==> src/rtl/cdb_pkg.sv <==
// Shared definitions for the common data bus (CDB).
// Holds the write-back widths, the invalid-tag constant and the broadcast packet type.
package cdb_pkg;

  localparam int unsigned DATA_W = 32;  // result width
  localparam int unsigned REG_W  = 5;   // architectural register index width
  localparam int unsigned TAG_W  = 4;   // instruction tag width

  // Tag value meaning "no producer / no broadcast".
  localparam logic [TAG_W-1:0] TAG_INVALID = '0;

  typedef struct packed {
    logic [DATA_W-1:0] data;
    logic [REG_W-1:0]  rd;
    logic [TAG_W-1:0]  tag;
  } cdb_pkt_t;

endpackage

==> src/rtl/cdb_arbiter_if.sv <==
// Request/broadcast bundle between the functional units and the CDB arbiter.
// master: requester side (drives req_*, observes ready, broadcast and busy count).
// slave:  arbiter side.
interface cdb_arbiter_if
  import cdb_pkg::*;
#(
  parameter int unsigned N_REQ = 4
) ();

  localparam int unsigned CNT_W = $clog2(N_REQ + 1);

  logic [N_REQ-1:0]             req_valid;
  logic [N_REQ-1:0][DATA_W-1:0] req_data;
  logic [N_REQ-1:0][REG_W-1:0]  req_reg;
  logic [N_REQ-1:0][TAG_W-1:0]  req_tag;
  logic [N_REQ-1:0]             req_ready;

  logic                         cdb_valid;
  logic [DATA_W-1:0]            cdb_data;
  logic [REG_W-1:0]             cdb_reg;
  logic [TAG_W-1:0]             cdb_tag;
  logic [CNT_W-1:0]             busy_cnt;

  modport master (
    output req_valid, req_data, req_reg, req_tag,
    input  req_ready, cdb_valid, cdb_data, cdb_reg, cdb_tag, busy_cnt
  );

  modport slave (
    input  req_valid, req_data, req_reg, req_tag,
    output req_ready, cdb_valid, cdb_data, cdb_reg, cdb_tag, busy_cnt
  );

endinterface

==> src/rtl/rr_picker.sv <==
// Combinational round-robin picker.
// Scans req starting at ptr, wrapping modulo N, and grants the first set bit.
// Ports: req (candidates), ptr (scan start), gnt (one-hot grant), idx (winner index),
//        any (some candidate was found).
module rr_picker #(
  parameter int unsigned N = 4,
  parameter int unsigned W = $clog2(N)
) (
  input  logic [N-1:0] req,
  input  logic [W-1:0] ptr,
  output logic [N-1:0] gnt,
  output logic [W-1:0] idx,
  output logic         any
);

  int unsigned c;

  always_comb begin
    gnt = '0;
    idx = '0;
    any = 1'b0;
    c   = 0;
    for (int unsigned k = 0; k < N; k++) begin
      c = 32'(ptr) + k;
      if (c >= N) c = c - N;
      if (!any && req[c[W-1:0]]) begin
        any            = 1'b1;
        gnt[c[W-1:0]]  = 1'b1;
        idx            = c[W-1:0];
      end
    end
  end

endmodule

==> src/rtl/cdb_arbiter.sv <==
// Common data bus arbiter: shares the single register-file write-back port among
// N_REQ functional units, one round-robin grant per cycle, with a registered broadcast.
// Ports: clk, rst (sync, active-high), flush (drops this cycle's arbitration),
//        bus (slave side: req_* in, req_ready/cdb_*/busy_cnt out).
module cdb_arbiter
  import cdb_pkg::*;
#(
  parameter int unsigned N_REQ = 4
) (
  input logic           clk,
  input logic           rst,
  input logic           flush,
  cdb_arbiter_if.slave  bus
);

  localparam int unsigned PTR_W = $clog2(N_REQ);
  localparam int unsigned CNT_W = $clog2(N_REQ + 1);

  logic [PTR_W-1:0] ptr_q, ptr_d;
  cdb_pkt_t         pkt_q, pkt_d;
  logic             valid_q, valid_d;

  logic [N_REQ-1:0] cand;
  logic [N_REQ-1:0] gnt;
  logic [PTR_W-1:0] win_idx;
  logic             win_any;
  logic [CNT_W-1:0] cnt;

  // A request carrying the invalid tag is never a candidate.
  always_comb begin
    cand = '0;
    for (int i = 0; i < N_REQ; i++) begin
      cand[i] = bus.req_valid[i] && (bus.req_tag[i] != TAG_INVALID);
    end
  end

  rr_picker #(
    .N (N_REQ),
    .W (PTR_W)
  ) u_picker (
    .req (cand),
    .ptr (ptr_q),
    .gnt (gnt),
    .idx (win_idx),
    .any (win_any)
  );

  assign bus.req_ready = (rst || flush) ? '0 : gnt;

  always_comb begin
    ptr_d   = ptr_q;
    pkt_d   = pkt_q;
    valid_d = 1'b0;
    // Idle default: data/reg hold, tag drops so the register file sees no write.
    pkt_d.tag = TAG_INVALID;
    if (flush) begin
      ptr_d = '0;
    end else if (win_any) begin
      valid_d    = 1'b1;
      pkt_d.data = bus.req_data[win_idx];
      pkt_d.rd   = bus.req_reg[win_idx];
      pkt_d.tag  = bus.req_tag[win_idx];
      ptr_d      = (win_idx == PTR_W'(N_REQ - 1)) ? '0 : win_idx + 1'b1;
    end
  end

  always_ff @(posedge clk) begin
    if (rst) begin
      ptr_q     <= '0;
      valid_q   <= 1'b0;
      pkt_q     <= '0;
      pkt_q.tag <= TAG_INVALID;
    end else begin
      ptr_q   <= ptr_d;
      valid_q <= valid_d;
      pkt_q   <= pkt_d;
    end
  end

  assign bus.cdb_valid = valid_q;
  assign bus.cdb_data  = pkt_q.data;
  assign bus.cdb_reg   = pkt_q.rd;
  assign bus.cdb_tag   = pkt_q.tag;

  always_comb begin
    cnt = '0;
    for (int i = 0; i < N_REQ; i++) begin
      cnt = cnt + CNT_W'(bus.req_valid[i]);
    end
  end

  assign bus.busy_cnt = cnt;

endmodule

==> src/flat_wrapper.sv <==
// flat-port wrapper written by rule: the top's interface ports become plain ports
module cdb_arbiter_flat import cdb_pkg::*;
#(
  parameter int unsigned N_REQ = 4
)
  (clk, rst, flush, bus_req_valid, bus_req_data, bus_req_reg, bus_req_tag, bus_req_ready, bus_cdb_valid, bus_cdb_data, bus_cdb_reg, bus_cdb_tag, bus_busy_cnt);
  cdb_arbiter_if #(.N_REQ(N_REQ)) bus_i ();
  input logic clk;
  input logic rst;
  input logic flush;
  input wire logic [$bits(bus_i.req_valid)-1:0] bus_req_valid;
  input wire logic [$bits(bus_i.req_data)-1:0] bus_req_data;
  input wire logic [$bits(bus_i.req_reg)-1:0] bus_req_reg;
  input wire logic [$bits(bus_i.req_tag)-1:0] bus_req_tag;
  output wire logic [$bits(bus_i.req_ready)-1:0] bus_req_ready;
  output wire logic [$bits(bus_i.cdb_valid)-1:0] bus_cdb_valid;
  output wire logic [$bits(bus_i.cdb_data)-1:0] bus_cdb_data;
  output wire logic [$bits(bus_i.cdb_reg)-1:0] bus_cdb_reg;
  output wire logic [$bits(bus_i.cdb_tag)-1:0] bus_cdb_tag;
  output wire logic [$bits(bus_i.busy_cnt)-1:0] bus_busy_cnt;
  assign bus_i.req_valid = bus_req_valid;
  assign bus_i.req_data = bus_req_data;
  assign bus_i.req_reg = bus_req_reg;
  assign bus_i.req_tag = bus_req_tag;
  assign bus_req_ready = bus_i.req_ready;
  assign bus_cdb_valid = bus_i.cdb_valid;
  assign bus_cdb_data = bus_i.cdb_data;
  assign bus_cdb_reg = bus_i.cdb_reg;
  assign bus_cdb_tag = bus_i.cdb_tag;
  assign bus_busy_cnt = bus_i.busy_cnt;
  cdb_arbiter #(.N_REQ(N_REQ)) u_core (.clk(clk), .rst(rst), .flush(flush), .bus(bus_i));
endmodule
==> config.mk <==
export PLATFORM = sky130hd
export DESIGN_NAME = cdb_arbiter_flat
export DESIGN_NICKNAME = d
export VERILOG_FILES = /design/src/rtl/cdb_pkg.sv /design/src/rtl/cdb_arbiter_if.sv /design/src/rtl/rr_picker.sv /design/src/rtl/cdb_arbiter.sv /design/src/flat_wrapper.sv
export SDC_FILE = /design/constraint.sdc
export NUM_CORES = 1
export LEC_CHECK = 0
export BUFFER_PORTS_ARGS = -buffer_cell sky130_fd_sc_hd__clkbuf_2
export CAP_MARGIN = 0
export CORE_MARGIN = 5
export CORE_UTILIZATION = 40
export CTS_CLUSTER_DIAMETER = 200
export DETAILED_ROUTE_END_ITERATION = 8
export GPL_TIMING_DRIVEN = 0
export PLACE_DENSITY = 0.77
export SLEW_MARGIN = 0
export SYNTH_ARGS = -nofsm -noshare
export SYNTH_HDL_FRONTEND = slang
export SYNTH_SLANG_ARGS = --single-unit
==> constraint.sdc <==
create_clock -name clk -period 3.6 [get_ports clk]
set_input_delay 0.18 -clock clk [delete_from_list [all_inputs] [get_ports clk]]
set_output_delay 0.18 -clock clk [all_outputs]
set_load 0.02 [all_outputs]
==> run metrics, run 1 <==
design area=0.004607 mm^2; 1st-pass router iterations=4; pre-CTS setup slack=0.1607 ns; Sink Count=44; GRT Residual Overflow=0; Core Region=0.008134 mm^2; worst skew pair latency=0.29 ns; final slew viol count=0; first-pass GRT wire length=16240 um; layout cells sized above 1=55.93%; cell area after synthesis=0.003297 mm^2; DR DRC count=0; Critical Path RT=3.42 ns; global-route usage over all layers=19.76%; ANT cells=0; Die Area=0.01016 mm^2; reg2reg path depth=10; fin worst setup slack=0.2542 ns; CP endpoint kind=primary output; Critical R2R Capture=u_core.bus.cdb_data[20]; most common cell after layout, fill and taps aside=clkbuf_2; post-synthesis to final-layout area growth=39.73%; DIE HEIGHT=100.8 um; Inserted Clock Buffers=5; final hold slack=0.1813 ns; commonest cells after routing, fill and taps aside=219 x clkbuf_2, 91 x mux2i_1, 44 x dfxtp_1; Hold Path Class=primary input to flop; hold path start=rst; Yosys warning count=0; drt via density=5.204; Iteration-0 DRC Markers=64; Arr. time, crit path=3.17 ns; Final GP Congestion=0.8328; Nets=713; Root Driver=clkbuf_8; row cnt=33; Ports=220; CTS Buffer Depth=2; H-tree Lvls=2; dpl cells=630; post-synthesis mux area share=29.11%; Max Clock Skew=0.008370 ns; Post-Route WL=10630 um; Seq cells post-synth=44; endpoints failing hold=0; Setup Crit Path Kind=flop to primary output; synthesized instance count=306; hold path depth=4; synth unique cells=40; initial antenna violation count=0; placed instance area=0.004524 mm^2; EDFF count, synth=0; slew at the pin closest to its max-slew limit=0.9223 ns; asr flop ratio synth=0%; largest family of logic cells by synthesized area=multiplexers; CTS tree=yes; Adder-Cell Fraction of Synth Area=4.402%; Rel. slew slack=38.52%; PwrDens=434.2 mW/mm^2; fmax=298.9 MHz; clock-pin slew on the worst setup and hold paths=0.08 ns; VDD IR max=202.2 uV; Max Cap Violations=0; Post-CTS Hold Buffers=0; Post-Syn Nets=488; Hold Crit Endpoint=u_core.ptr_q[1]; number of antenna-violating nets in the routed design=0; Seq/Total Area, Yosys=26.72%; vias in the first global route=3349; status=completed; Non-Filler Instances=636; Post-Synth XOR/XNOR Area=0.5313%; final setup violation count=0; Syn Area/Cell=10.77 um^2; Crit Path Max Fanout=9; vias after detailed routing=3310; max FFs per register=32; Period minus WS final=3.346 ns; largest net degree at the start of global routing=14; LEAKAGE=2.168 nW; simple-gate share of the synthesized area=8.121%; final period utilization=92.94%; Reg2Reg Setup Slack=0.29 ns; Initial Util=40.53%; RR Startpoint=u_core.ptr_q[0]; detailed placement HPWL=8982 um; startpoint types=flop; Die X=100.8 um; wire per inst=16.71 um; I/O Buffers=219; post-synthesis compound-gate area fraction=25.24%; Synth Flop Type=dfxtp_1
-- how the worst max path moves through the flow --
stage,slack (ns),end,start,cells past startpoint
2_1_floorplan,0.69,bus_req_ready[0],u_core.ptr_q[0],10
3_3_place_gp,0.25,u_core.bus.cdb_data[20],u_core.ptr_q[0],12
3_5_place_dp,0.16,u_core.bus.cdb_data[20],u_core.ptr_q[0],12
4_1_cts,0.03,bus_req_ready[2],u_core.ptr_q[0],11
5_1_grt,-0.03,bus_req_ready[0],u_core.ptr_q[1],10
6_report,0.25,bus_req_ready[2],u_core.ptr_q[1],10
-- timing repair --
action | CTS | global route
buffers inserted | 0 | 0
endpoints found under the setup margin | 0 | 11
gates resized for setup | 0 | 1
-- cells in the mapped netlist (2+ instances only) --
cell type | instances | area [um^2]
mux2i_1 | 91 | 910.9
dfxtp_1 | 44 | 880.8
nand2_1 | 43 | 161.4
o221ai_2 | 36 | 540.5
buf_4 | 12 | 90.09
ha_1 | 10 | 125.1
a21oi_1 | 6 | 30.03
nor2_1 | 6 | 22.52
buf_6 | 5 | 56.30
clkbuf_1 | 5 | 18.77
a22o_1 | 4 | 35.03
o22ai_2 | 4 | 50.05
a211oi_1 | 3 | 22.52
and3_1 | 3 | 18.77
inv_1 | 3 | 11.26
buf_2 | 2 | 10.01
nor3_1 | 2 | 10.01
o21ai_0 | 2 | 10.01
o41ai_2 | 2 | 32.53
o41ai_4 | 2 | 55.05
xnor2_1 | 2 | 17.52
-- metrics by stage --
step | TNS (ns) | total power, mW | utilization (%)
after global placement | 0 | 1.694 | 55.62
after global routing | -0.04670 | 2.126 | 56.64
final | 0 | 2.000 | 56.64
after CTS | 0 | 2.020 | 56.62
after floorplan | 0 | 1.388 | -
after detailed placement | 0 | 1.719 | 55.62
-- final cells by class --
type	instances	area, um^2
Clock inverter	2	12.51
Clock buffer	5	68.82
Fill cell	766	3527
Tap cell	105	131.4
Buffer	24	178.9
Multi-Input combinational cell	234	2227
Sequential cell	44	880.8
Inverter	3	11.26
Timing Repair Buffer	219	1096
-- worst max-delay path: stages (launching register included) --
cell	delay [ns]
dfxtp_1	0.43
clkbuf_1	0.31
inv_1	0.19
ha_1	0.50
mux2i_1	0.12
mux2_4	0.34
a211oi_2	0.35
a22o_1	0.18
mux2i_1	0.06
a21oi_1	0.19
clkbuf_2	0.19
-- metal layers --
metal	track usage, %	part of all wire, %
met4	3.731	0.88
met2	35.95	53
met3	3.737	7.2
met1	24.20	39
met5	0	0
-- power breakdown --
group / leakage (nW) / internal [mW] / switching, mW / total (mW)
Combinational: 1.77 / 0.475 / 0.595 / 1.07
Sequential: 0.362 / 0.579 / 0.0519 / 0.631
Clock: 0.0400 / 0.132 / 0.167 / 0.299
-- logic make-up (layout without fill, tap and decap cells) --
| kind of cell | count (synthesis) | count (layout) |
|---|---|---|
| XOR/XNOR | 2 | 2 |
| adder cells (fa/ha/maj) | 11 | 11 |
| AO/OA/AOI/OAI | 66 | 66 |
| multiplexers | 94 | 94 |
| flip-flops | 44 | 44 |
| buffers and inverters | 28 | 253 |
| AND/OR/NAND/NOR | 61 | 61 |
No activity file was read; power rests on OpenSTA's default activity.
==> run 2, diff against run 1 <==
Clock period 3.6 ns to 4.2 ns, I/O delays scaled along.
==> run 2 against run 1 <==
Effect of this change:
- final area hardly changed
- sequential share of layout area hardly changed
- critical path depth is 1 higher
- die area stayed put
- combinational power is 14% lower
- non-clock buffer count is 1 higher
- worst hold slack better by 0.030 ns
- clock-buffer cell count stayed put
- clock power is 14% lower
- cell count is 0.16% higher
- critical endpoint is now bus_req_ready[1]
- highest routed layer unchanged
==> run metrics, run 2 (synthesized netlist as in run 1, its figures left out) <==
status=completed; DIE HEIGHT=100.8 um (unchanged); Setup Crit Path Kind=flop to primary output; postcts setup bufs=0 (unchanged); global-route usage over all layers=19.76% (unchanged); largest net degree at the start of global routing=14 (unchanged); number of antenna-violating nets in the routed design=0 (unchanged); Reg2Reg Setup Slack=0.76 ns (+0.47 ns); commonest cells after routing, fill and taps aside=219 x clkbuf_2, 91 x mux2i_1, 44 x dfxtp_1; wire per inst=16.72 um (about the same); CP endpoint kind=primary output; DR DRC count=0 (unchanged); Clock Power Share=14.9% (about the same); Setup crit start=u_core.ptr_q[0]; Period minus WS final=3.614 ns; endpoints failing hold=0 (unchanged); Root Driver=clkbuf_8; startpoint types=flop; placed instance area=0.004524 mm^2 (unchanged); final period utilization=86.06%; Post-Route WL=10650 um (+0.21%); reg2reg path depth=12 (+2); M1 WL=4143 um (-0.67%); I/O Buffers=219 (unchanged); vias in the first global route=3349 (unchanged); Pint=1.015 mW (-14%); Crit Path Max Fanout=10 (+1); most common cell after layout, fill and taps aside=clkbuf_2; H-tree Lvls=2 (unchanged); final slew viol count=0 (unchanged); CTS tree=yes; Die Area=0.01016 mm^2 (unchanged); share of power burned in registers=31.6% (about the same); Sink Count=44 (unchanged); Critical Path RT=3.99 ns (+0.57 ns); Max Clock Skew=0.007918 ns (-0.0004526 ns); Final GP Congestion=0.8328 (unchanged); CTS Buffer Depth=2 (unchanged); Nets=714 (+0.14%); Comb pwr share=53.5% (about the same); unrepaired setup endpoints after global routing=false; fmax=276.7 MHz; Arr. time, crit path=3.40 ns (+0.23 ns); drt via density=5.210 (+0.11%); layout cells sized above 1=55.64% (-0.29 points); RR Startpoint=u_core.ptr_q[0]; worst skew pair latency=0.29 ns (about the same); initial antenna violation count=0 (unchanged); post-synthesis to final-layout area growth=39.70% (about the same); Max Used Layer=met4; 1st-pass router iterations=4 (unchanged); crit path capture=bus_req_ready[1]; GRT Residual Overflow=0 (unchanged); Iteration-0 DRC Markers=65 (+1.6%); Fin Setup TNS=0 ns (unchanged); Critical R2R Capture=u_core.bus.cdb_data[20]; Initial Util=40.53% (unchanged); vias after detailed routing=3319 (+0.27%); PwrDens=371.8 mW/mm^2 (-14%); switching share of power=40.71% (about the same); first-pass GRT wire length=16240 um (unchanged); Met3 Wirelength=823 um (+6.9%); clock-pin slew on the worst setup and hold paths=0.08 ns (about the same); ANT cells=0 (unchanged); final setup violation count=0 (unchanged); switching power=697.2 uW (-14%); slew at the pin closest to its max-slew limit=0.9218 ns (-0.0004292 ns); LEAKAGE=2.168 nW (about the same); Post-CTS Hold Buffers=0 (unchanged); Rel. slew slack=38.54% (about the same); max FFs per register=32 (unchanged); Met2 Routed Length=5589 um (about the same); Tot Pwr=1.713 mW (-14%); VDD IR max=172.9 uV (-14%); detailed placement HPWL=8982 um (unchanged); CTS-repair resized insts=0 (unchanged); Max Cap Violations=0 (unchanged); Die X=100.8 um (unchanged); row cnt=33 (unchanged); Inserted Clock Buffers=5 (unchanged); Core Region=0.008134 mm^2 (unchanged); design area=0.004606 mm^2 (about the same); Hold Path Class=primary input to flop; Ports=220 (unchanged)
## run 2: cell types whose count changed in the layout (fill, tap and decap cells not counted), sizes merged
cell,change
clkbuf,+1
## run 2: area by class of cell
cell class | instances | area (um^2)
inverter | 3 | 11.26
fill | 764 | 3528
multi-input combinational | 234 | 2222
buffer | 25 | 182.7
timing repair buffer | 219 | 1096
clock inverter | 2 | 12.51
clock buffer | 5 | 68.82
tap | 105 | 131.4
sequential | 44 | 880.8
## run 2: routing by layer
metal | vias to the layer above | global-route usage (%)
li1 | 1629 | -
met5 | - | 0
met2 | 144 | 35.95
met1 | 1539 | 24.20
met3 | 7 | 3.737
met4 | 0 | 3.731
## run 2: metrics by stage
step,hold slack (ns),instances,utilization (%),setup slack [ns]
6_report,0.2111,637,56.62,0.5857
5_1_grt,0.2339,637,56.62,0.3140
4_1_cts,0.2062,637,56.62,0.5994
3_5_place_dp,0.4514,630,55.62,0.7607
3_3_place_gp,0.4444,630,55.62,0.8480
2_1_floorplan,0.3769,306,-,1.261
## run 2: worst max-delay path, stage by stage, from the launching register on
cell and delay, ns:
dfxtp_1 0.49, buf_2 0.29, inv_1 0.16, ha_1 0.31, clkbuf_1 0.33, mux2i_1 0.13
mux2_4 0.34, a211oi_1 0.42, a22o_1 0.21, mux2i_1 0.08, a21oi_1 0.17, clkbuf_2 0.19
## run 2: worst min path at each step
stage                                  from                 endpoint  slack, ns  cells past startpoint
finish                                  rst          u_core.ptr_q[1]       0.21                      4
global route               bus_req_data[52]  u_core.bus.cdb_data[20]       0.23                      3
CTS                                     rst          u_core.ptr_q[1]       0.21                      4
detailed placement  u_core.bus.cdb_data[21]  u_core.bus.cdb_data[21]       0.45                      2
global placement    u_core.bus.cdb_data[29]  u_core.bus.cdb_data[29]       0.44                      2
floorplan                               rst          u_core.ptr_q[1]       0.38                      3
## run 2: power by group through the flow
| stage | clock network [mW] | logic [mW] | registers (mW) |
|---|---|---|---|
| 6_report | 0.256 | 0.916 | 0.541 |
| 5_1_grt | 0.281 | 0.987 | 0.551 |
| 4_1_cts | 0.264 | 0.926 | 0.541 |
| 3_5_place_dp | 0 | 0.924 | 0.549 |
| 3_3_place_gp | 0 | 0.906 | 0.546 |
| 2_1_floorplan | 0 | 0.553 | 0.637 |
==> run 3, diff against run 2 <==
Settings changed: CORE_UTILIZATION 40 to 39, PLACE_DENSITY 0.77 to 0.78.
Clock period 4.2 ns to 2.9 ns, I/O delays scaled along.
==> run 3 against run 2 <==
Effect of this change:
- non-clock buffer count rose by 5
- clock-buffer cell count did not move
- sequential power rose by 45%
- utilization rose by 2.6 points
- worst hold slack got worse by 0.056 ns
- clock skew fell by 0.0051 ns
- wire length rose by 4.7%
- total power rose by 59%
- largest cell class unchanged
==> run metrics, run 3 (synthesized netlist as in run 1, its figures left out) <==
reg2reg path depth=11 (-1); fin worst setup slack=0.08318 ns (-0.5025 ns); DR DRC count=0 (unchanged); drt via density=5.324 (+2.2%); Fin Setup TNS=0 ns (unchanged); Rel. slew slack=37.20% (-1.3 points); row cnt=33 (unchanged); Initial Util=40.12% (-0.41 points); GRT Residual Overflow=0 (unchanged); H-tree Lvls=2 (unchanged); Reg2Reg Setup Slack=0.08 ns (-0.68 ns); Hold Crit Endpoint=u_core.ptr_q[1]; CP max stage delay=0.37 ns (-0.12 ns); hold path depth=4 (unchanged); pre-CTS setup slack=-0.4763 ns (-1.237 ns); layout cells sized above 1=60.45% (+4.8 points); # fillers=721 (-5.6%); Iteration-0 DRC Markers=56 (-14%); CP Cell Sequence=clkbuf_4 -> clkinvlp_4 -> ha_4 -> mux4_2 -> a211oi_1 -> a211oi_1 -> o21a_1 -> buf_12 -> buf_8 -> mux2i_2 -> o221ai_2; Period minus WS final=2.817 ns; commonest cells after routing, fill and taps aside=217 x clkbuf_2, 77 x mux2i_1, 42 x nand2_1, 42 x dfxtp_1, 36 x o221ai_2; detailed placement HPWL=9131 um (+1.7%); Critical R2R Capture=u_core.bus.cdb_reg[1]; vias in the first global route=3447 (+2.9%); Core Region=0.008217 mm^2 (+1.0%); post-synthesis to final-layout area growth=47.55%; largest net degree at the start of global routing=13 (-1); Die X=101.9 um (+1.2%); CP endpoint kind=flop; endpoints failing hold=0 (unchanged); most used cell along the critical path=a211oi_1; Post-Route WL=11160 um (+4.7%); Seq. cell area=885.9 um^2 (+0.57%); Nets=719 (+0.70%); Finished Core Util=59.21% (+2.6 points); Hold Path Class=primary input to flop; Max Cap Violations=0 (unchanged); final slew viol count=0 (unchanged); ANT cells=0 (unchanged); Inserted Clock Buffers=5 (unchanged); PwrDens=558.2 mW/mm^2 (+50%); most common cell after layout, fill and taps aside=clkbuf_2; Max Clock Skew=0.002788 ns (-0.005130 ns); clock-pin slew on the worst setup and hold paths=0.08 ns (about the same); CTS tree=yes; wire per inst=17.40 um (+4.1%); worst skew pair latency=0.29 ns (about the same); 1st-pass router iterations=4 (unchanged); hold path start=rst; I/O Buffers=219 (unchanged); Ports=220 (unchanged); footprint of the multi-input gates=0.002327 mm^2 (+4.7%); final hold slack=0.1551 ns (-0.05603 ns); final setup violation count=0 (unchanged); CTS Buffer Depth=2 (unchanged); slew at the pin closest to its max-slew limit=0.9419 ns (+0.02011 ns); Tot Pwr=2.716 mW (+59%); critical path's slowest cell=dfxtp_2; initial antenna violation count=0 (unchanged); DIE HEIGHT=101.9 um (+1.2%); global-route usage over all layers=19.62% (-0.14 points); status=completed; fmax=355.0 MHz; startpoint types=flop; Setup Crit Path Kind=flop to flop; Root Driver=clkbuf_8; Sink Count=44 (unchanged); vias after detailed routing=3413 (+2.8%); first-pass GRT wire length=16190 um (-0.30%); Crit Path Max Fanout=10 (unchanged); max FFs per register=32 (unchanged); Critical Path RT=3.07 ns (-0.92 ns); VDD IR max=292.0 uV (+69%); number of antenna-violating nets in the routed design=0 (unchanged); RR Startpoint=u_core.ptr_q[1]; LEAKAGE=2.247 nW (+3.6%); Arr. time, crit path=2.99 ns (-0.41 ns); Final GP Congestion=0.8516 (+2.3%); Die Area=0.01039 mm^2 (+2.3%); final period utilization=97.13%
## run 3: what timing repair did
action                                  in CTS  in global routing
buffers inserted                             0                  6
pin swaps                                    1                  2
endpoints found under the setup margin      46                 45
hold buffers                                 0                  0
resized for setup                           41                  7
## run 3: critical path, delay by kind of cell (launching register included)
family | cells | cell delay (ns)
mux | 2 | 0.55
compound gates | 4 | 0.72
buf+inv | 4 | 0.71
flops | 1 | 0.37
fa+ha+maj | 1 | 0.35
## run 3: how the worst max path moves through the flow
stage,slack [ns],cells past startpoint,end,startpoint
after floorplan,0.06,11,u_core.bus.cdb_data[10],u_core.ptr_q[0]
after global placement,-0.43,11,u_core.bus.cdb_data[20],u_core.ptr_q[0]
after detailed placement,-0.48,11,u_core.bus.cdb_data[20],u_core.ptr_q[0]
after CTS,0.04,10,u_core.bus.cdb_reg[2],u_core.ptr_q[0]
after global routing,-0.05,11,u_core.bus.cdb_data[3],u_core.ptr_q[1]
final,0.08,11,u_core.bus.cdb_reg[1],u_core.ptr_q[1]
## run 3: area by class of cell
type,count,share of cell area (%)
Buffer,24,5.273
Clock buffer,5,1.415
Clock inverter,1,0.6173
Inverter,3,0.3858
Multi-Input combinational cell,234,47.84
Sequential cell,44,18.21
Tap cell,105,2.701
Timing Repair Buffer,225,23.56
## run 3: power breakdown
group / internal, mW / total [mW] / switching, mW
sequential: 0.720 / 0.783 / 0.0633
clock: 0.247 / 0.447 / 0.200
combinational: 0.701 / 1.49 / 0.785
total: 1.67 / 2.72 / 1.05
## run 3: stage by stage
step | cells | area (um^2)
after CTS | 635 | 4782
after global placement | 630 | 4526
final | 641 | 4865
after detailed placement | 630 | 4526
after floorplan | 306 | 3298
after global routing | 641 | 4865
## run 3: layer usage
layer | wire length (um) | part of all wire, % | up-vias | track usage [%]
met5 | 0 | 0 | - | 0
met4 | 156 | 1.4 | 0 | 5.348
met3 | 905 | 8.1 | 14 | 3.754
met2 | 5971 | 54 | 162 | 38.23
met1 | 4123 | 37 | 1598 | 21.48
li1 | - | - | 1639 | -
